`src/rtl/seg_pkg.sv`:
```
// Shared widths, scan-state encoding and idle patterns for the 7-segment digit scanner.
package seg_pkg;

    localparam int SEG_W = 7;
    localparam int AN_W  = 8;
    localparam int NIB_W = 4;

    typedef enum logic {ST_BLANK, ST_SHOW} scan_state_t;

    localparam logic [AN_W-1:0]  AN_ALL_OFF  = 8'hFF;
    localparam logic [SEG_W-1:0] SEG_ALL_OFF = 7'h7F;

    // Active-low anode pattern selecting a single digit.
    function automatic logic [AN_W-1:0] an_select(input logic [2:0] idx);
        return ~(AN_W'(1) << idx);
    endfunction

endpackage

```
`src/rtl/seg_refresh_timer.sv`:
```
// Per-digit slot counter; flags the last blanking cycle and the last cycle of the slot.
module seg_refresh_timer #(
    parameter int unsigned DWELL_CYCLES = 100000,
    parameter int unsigned BLANK_CYCLES = 1000
) (
    input  logic clk,
    input  logic rst,
    output logic blank_done,
    output logic last
);

    localparam int unsigned CW = (DWELL_CYCLES > 1) ? $clog2(DWELL_CYCLES) : 1;

    logic [CW-1:0] cnt_q;

    always_ff @(posedge clk) begin
        if (rst) begin
            cnt_q <= '0;
        end else if (last) begin
            cnt_q <= '0;
        end else begin
            cnt_q <= cnt_q + CW'(1);
        end
    end

    assign last       = (cnt_q == CW'(DWELL_CYCLES - 1));
    assign blank_done = (cnt_q == CW'(BLANK_CYCLES - 1));

endmodule

```
`src/rtl/seg_digit_scanner.sv`:
```
// Time-multiplexed 8-digit 7-segment scanner with tear-free frame commit.
// Optional leading-zero blanking is enabled by defining SEG_LEADING_ZERO_BLANK_EN.
module seg_digit_scanner
    import seg_pkg::*;
#(
    parameter int unsigned NUM_DIGITS   = 8,
    parameter int unsigned DWELL_CYCLES = 100000,
    parameter int unsigned BLANK_CYCLES = 1000
) (
    input  logic             CLK,
    input  logic             RST,
    input  logic [31:0]      VALUE,
    input  logic             LOAD,
    input  logic [AN_W-1:0]  DP_IN,
    input  logic [AN_W-1:0]  DIGIT_EN,
    output logic [NIB_W-1:0] NIBBLE,
    input  logic [SEG_W-1:0] SEG_IN,
    output logic [SEG_W-1:0] SEG_N,
    output logic             DP_N,
    output logic [AN_W-1:0]  AN_N,
    output logic             FRAME_START
);

    scan_state_t     state_q;
    logic [2:0]      idx_q;
    logic [31:0]     shadow_q;
    logic [AN_W-1:0] shadow_dp_q;
    logic [31:0]     pend_val_q;
    logic [AN_W-1:0] pend_dp_q;
    logic            pend_q;
    logic            started_q;
    logic [AN_W-1:0] an_n_q;
    logic [SEG_W-1:0] seg_n_q;
    logic            dp_n_q;
    logic            frame_start_q;

    logic            blank_done;
    logic            last;
    logic            wrap;
    logic [AN_W-1:0] valid_mask;
    logic [AN_W-1:0] lz_blank;
    logic [AN_W-1:0] digit_on;

    seg_refresh_timer #(
        .DWELL_CYCLES (DWELL_CYCLES),
        .BLANK_CYCLES (BLANK_CYCLES)
    ) u_timer (
        .clk        (CLK),
        .rst        (RST),
        .blank_done (blank_done),
        .last       (last)
    );

    assign wrap   = last && (idx_q == 3'(NUM_DIGITS - 1));
    assign NIBBLE = shadow_q[{idx_q, 2'b00} +: NIB_W];

    always_comb begin
        valid_mask = '0;
        for (int i = 0; i < AN_W; i++) begin
            valid_mask[i] = (i < int'(NUM_DIGITS));
        end
    end

`ifdef SEG_LEADING_ZERO_BLANK_EN
    // Walk down from the top digit; a digit blanks while everything above it is zero with no DP.
    logic zero_run;
    always_comb begin
        lz_blank = '0;
        zero_run = 1'b1;
        for (int i = AN_W - 1; i >= 0; i--) begin
            if (i < int'(NUM_DIGITS)) begin
                zero_run = zero_run && (shadow_q[4*i +: NIB_W] == '0) && !shadow_dp_q[i];
                if (i > 0) begin
                    lz_blank[i] = zero_run;
                end
            end
        end
    end
`else
    assign lz_blank = '0;
`endif

    assign digit_on = DIGIT_EN & valid_mask & ~lz_blank;

    always_ff @(posedge CLK) begin
        if (RST) begin
            state_q       <= ST_BLANK;
            idx_q         <= '0;
            an_n_q        <= AN_ALL_OFF;
            seg_n_q       <= SEG_ALL_OFF;
            dp_n_q        <= 1'b1;
            frame_start_q <= 1'b0;
            started_q     <= 1'b0;
            shadow_q      <= '0;
            shadow_dp_q   <= '0;
            pend_val_q    <= '0;
            pend_dp_q     <= '0;
            pend_q        <= 1'b0;
        end else begin
            seg_n_q       <= ~SEG_IN;
            dp_n_q        <= ~(shadow_dp_q[idx_q] & digit_on[idx_q]);
            frame_start_q <= wrap | ~started_q;
            started_q     <= 1'b1;

            unique case (state_q)
                ST_BLANK: begin
                    if (blank_done) begin
                        state_q <= ST_SHOW;
                        an_n_q  <= digit_on[idx_q] ? an_select(idx_q) : AN_ALL_OFF;
                    end
                end
                ST_SHOW: begin
                    if (last) begin
                        state_q <= ST_BLANK;
                        an_n_q  <= AN_ALL_OFF;
                        idx_q   <= wrap ? 3'd0 : idx_q + 3'd1;
                    end else begin
                        an_n_q  <= digit_on[idx_q] ? an_select(idx_q) : AN_ALL_OFF;
                    end
                end
                default: state_q <= ST_BLANK;
            endcase

            // A LOAD coinciding with the commit bypasses pending and lands in the shadow directly.
            if (wrap) begin
                pend_q <= 1'b0;
                if (LOAD) begin
                    shadow_q    <= VALUE;
                    shadow_dp_q <= DP_IN;
                end else if (pend_q) begin
                    shadow_q    <= pend_val_q;
                    shadow_dp_q <= pend_dp_q;
                end
            end else if (LOAD) begin
                pend_val_q <= VALUE;
                pend_dp_q  <= DP_IN;
                pend_q     <= 1'b1;
            end
        end
    end

    assign AN_N        = an_n_q;
    assign SEG_N       = seg_n_q;
    assign DP_N        = dp_n_q;
    assign FRAME_START = frame_start_q;

endmodule

```
`config.mk`:
```
export PLATFORM = sky130hd
export DESIGN_NAME = seg_digit_scanner
export DESIGN_NICKNAME = d
export VERILOG_FILES = /design/src/rtl/seg_pkg.sv /design/src/rtl/seg_refresh_timer.sv /design/src/rtl/seg_digit_scanner.sv
export SDC_FILE = /design/constraint.sdc
export NUM_CORES = 1
export LEC_CHECK = 0
export ABC_CLOCK_PERIOD_IN_PS = 3700
export CAP_MARGIN = 20
export CORE_MARGIN = 5
export CORE_UTILIZATION = 30
export DETAILED_ROUTE_END_ITERATION = 8
export SYNTH_ARGS = -nofsm -noshare
export SYNTH_HDL_FRONTEND = slang
export SYNTH_SLANG_ARGS = --single-unit
```
`constraint.sdc`:
```
create_clock -name CLK -period 3.7 [get_ports CLK]
set_clock_uncertainty 0.15 [all_clocks]
set_input_delay 0.74 -clock CLK [delete_from_list [all_inputs] [get_ports CLK]]
set_output_delay 0.74 -clock CLK [all_outputs]
set_load 0.1 [all_outputs]
```
==> impl_metrics.py <==
metrics = {
    "cells_and_area": {
        "syn_to_final_growth_pct": 29.4,
        "fillers": 1605,
        "drive_gt1_frac": 0.0919,
        "n_antenna_cell": 0,
        "multiInputGateArea_sq_um": 2500,
        "layoutNonFillerInstCount": 873,
        "layout.nets": 705,
        "final_cell_area_sq_um": 6590,
        "regArea_sq_um": 2400,
    },
    "global_route": {
        "antenna_found_initial": 0,
        "grt_pass1_vias": 4108,
        "grt_max_degree": 92,
        "grt_pass1_wl_um": 20500,
        "grt_usage": 0.127,
        "overflow": 0,
    },
    "worst_setup_path": {
        "critPathRequiredTime_ns": 2.81,
        "start_kind": "register",
        "regToRegSetupSlack_ns": 1.13,
        "path_class": "register to output pin",
        "worstPathArrival_ns": 2.20,
        "cp_max_fo": 14,
        "crit_path_end_kind": "output pin",
    },
    "timing": {
        "hold_viol": 0,
        "period_share": 0.836,
        "worst_slew_pin_slew_ns": 1.07,
        "holdWs_ns": 0.298,
        "slew_headroom": 0.280,
        "fmax_mhz": 323,
        "drv_slew": 0,
        "rsz0062_at_grt": "no",
        "setup_tns_ns": 0,
        "min_period_ns": 3.09,
        "setup_viol": 0,
    },
    "power_and_ir_drop": {
        "peakVddDrop_mv": 0.338,
        "power_density_nw_per_um2": 473,
        "leakagePower_nw": 2.42,
        "p_total_mw": 3.12,
    },
    "place": {
        "post-dp-hpwl_um": 8380,
        "place_inst": 841,
        "place_area_sq_um": 6030,
        "io_buffers": 78,
        "gp_congestion": 0.760,
    },
    "detailed_routing": {
        "vias": 4146,
        "routed_via_density": 4.75,
        "drc": 0,
        "wl_per_cell_um": 13.9,
        "drt_iter0_drc": 236,
        "ant_nets": 0,
        "wl_um": 12100,
        "drtPass1Iterations": 4,
    },
    "clocking": {
        "h-tree-depth": 4,
        "clock-sinks": 120,
        "numCtsBuffers": 17,
        "clkTransAtPathRegs_ns": 0.05,
        "ctsResizeCount": 0,
        "ctsHoldBuffers": 0,
        "clk_latency_ns": 0.40,
        "cts_setup_buffers": 0,
        "cts-root-buf": "clkbuf_16",
        "clk_path_buf_depth": 2,
        "cts_tree": "yes",
    },
    "floorplanning": {
        "coreArea_sq_um": 16600,
        "die_w_um": 140,
        "io_pins": 79,
        "rows": 47,
        "die_height_um": 140,
        "die-area_sq_um": 19700,
        "initial_core_util": 0.306,
    },
    "logic_synthesis": {
        "ys_seq_elements": 120,
        "syn_area_per_cell_sq_um": 8.86,
        "synth_nets": 640,
        "syn_area_sq_um": 5090,
        "yosysWarningCount": 0,
        "yosysUniqueCellTypes": 35,
        "synth_seq_area_share": 0.472,
        "synth_cells": 575,
    },
    "run": {
        "drv_cap": 0,
    },
    "worst_hold_path": {
        "hold_path.class": "register to register",
    },
    "outcome": {
        "status": "completed",
    },
}
-- report_power, final --
part / total (mW) / switching [mW] / internal [mW] / leakage, nW
Sequential: 1.34 / 0.0146 / 1.33 / 0.978
Combinational: 0.235 / 0.132 / 0.103 / 1.17
Clock: 1.54 / 0.554 / 0.988 / 0.276
-- cell families after synthesis --
logic type	synth area share
buf+inv	0.0386
xor+xnor	0.0258
simple gates	0.192
flops	0.472
compound gates	0.125
fa+ha+maj	0.0172
mux	0.131
-- layer usage --
metal,GRT usage,share of wire,vias up
met5,0,0,-
met4,0.0398,0.0078,0
met3,0.0344,0.053,9
met2,0.209,0.48,101
met1,0.162,0.46,1924
li1,-,-,2112
-- Yosys cell counts --
library cell | instances | area share
mux4_2 | 10 | 0.044
a211oi_1 | 40 | 0.059
buf_2 | 10 | 0.0098
nand3_2 | 1 | 0.0020
a211o_1 | 1 | 0.0017
o21ai_1 | 3 | 0.0029
and4_1 | 1 | 0.0017
or4_1 | 1 | 0.0015
nor4_4 | 1 | 0.0042
xnor2_1 | 7 | 0.012
xor2_1 | 8 | 0.014
nand4_1 | 2 | 0.0025
and4b_1 | 1 | 0.0020
and3_1 | 2 | 0.0025
a31o_2 | 1 | 0.0017
nor3_1 | 13 | 0.013
and4bb_2 | 1 | 0.0025
a31oi_1 | 3 | 0.0037
o22ai_1 | 2 | 0.0025
mux2i_1 | 44 | 0.086
dfxtp_1 | 120 | 0.47
o21a_1 | 2 | 0.0029
nor4_1 | 2 | 0.0025
o21ai_0 | 8 | 0.0079
or2_2 | 1 | 0.0012
nand2_1 | 121 | 0.089
inv_1 | 5 | 0.0037
nor2_1 | 73 | 0.054
a21oi_1 | 43 | 0.042
ha_1 | 7 | 0.017
clkbuf_1 | 26 | 0.019
nand3_1 | 8 | 0.0079
nand2b_1 | 2 | 0.0025
buf_4 | 4 | 0.0059
nor3_4 | 1 | 0.0032
-- critical path, cell delays in order (launching register included) --
cell	delay (ns)
dfxtp_1	0.79
mux4_2	0.60
nand2_1	0.08
nand2_1	0.09
buf_4	0.24
-- path summary, 6_finish.rpt --
path	to	start	cells after the start
worst max-delay path	NIBBLE[3]	idx_q[0]	4
worst max register to register	pend_val_q[22]	idx_q[0]	7
worst min register to register	u_timer.cnt_q[0]	u_timer.cnt_q[0]	1
worst min-delay path	u_timer.cnt_q[0]	u_timer.cnt_q[0]	1
-- area by class of cell --
cell class,count,area share
flip-flops and latches,120,0.365
well taps,220,0.0418
inverters,5,0.00285
clock inverters,8,0.0106
clock buffers,24,0.0746
repair buffers,86,0.126
multi-input cells,410,0.379
-- registers in the layout, summed over array words and instances, names as in the netlist --
name	count
SEG_N	7
started_q	1
idx_q	3
shadow_dp_q	8
state_q	1
DP_N	1
u_timer.cnt_q	17
shadow_q	32
pend_dp_q	8
AN_N	8
pend_val_q	32
FRAME_START	1
pend_q	1
-- cell usage in the layout (no fill, tap or decap), types with 2 or more instances in the layout --
master,n
a21oi_1,43
o21ai_0,8
o22ai_1,2
clkinvlp_4,2
nor2_1,73
mux2i_1,44
nor4_1,2
mux4_2,10
a31oi_1,3
dfxtp_1,120
nand3_1,8
o21a_1,2
and3_1,2
nor3_1,13
nand2b_1,2
clkdlybuf4s50_1,72
xor2_1,8
clkbuf_8,4
buf_2,2
nand2_1,121
ha_1,7
inv_1,5
clkinv_2,5
clkbuf_16,17
clkbuf_1,3
nand4_1,2
a211oi_1,40
o21ai_1,2
buf_4,11
xnor2_1,7
-- stage by stage --
step | utilization | setup WS [ns]
finish | 0.396 | 0.606
global route | 0.396 | 0.409
CTS | 0.396 | 0.540
detailed placement | 0.362 | 0.968
global placement | 0.362 | 1.00
floorplan | - | 0.764
Power figures use the tool's default switching activity.
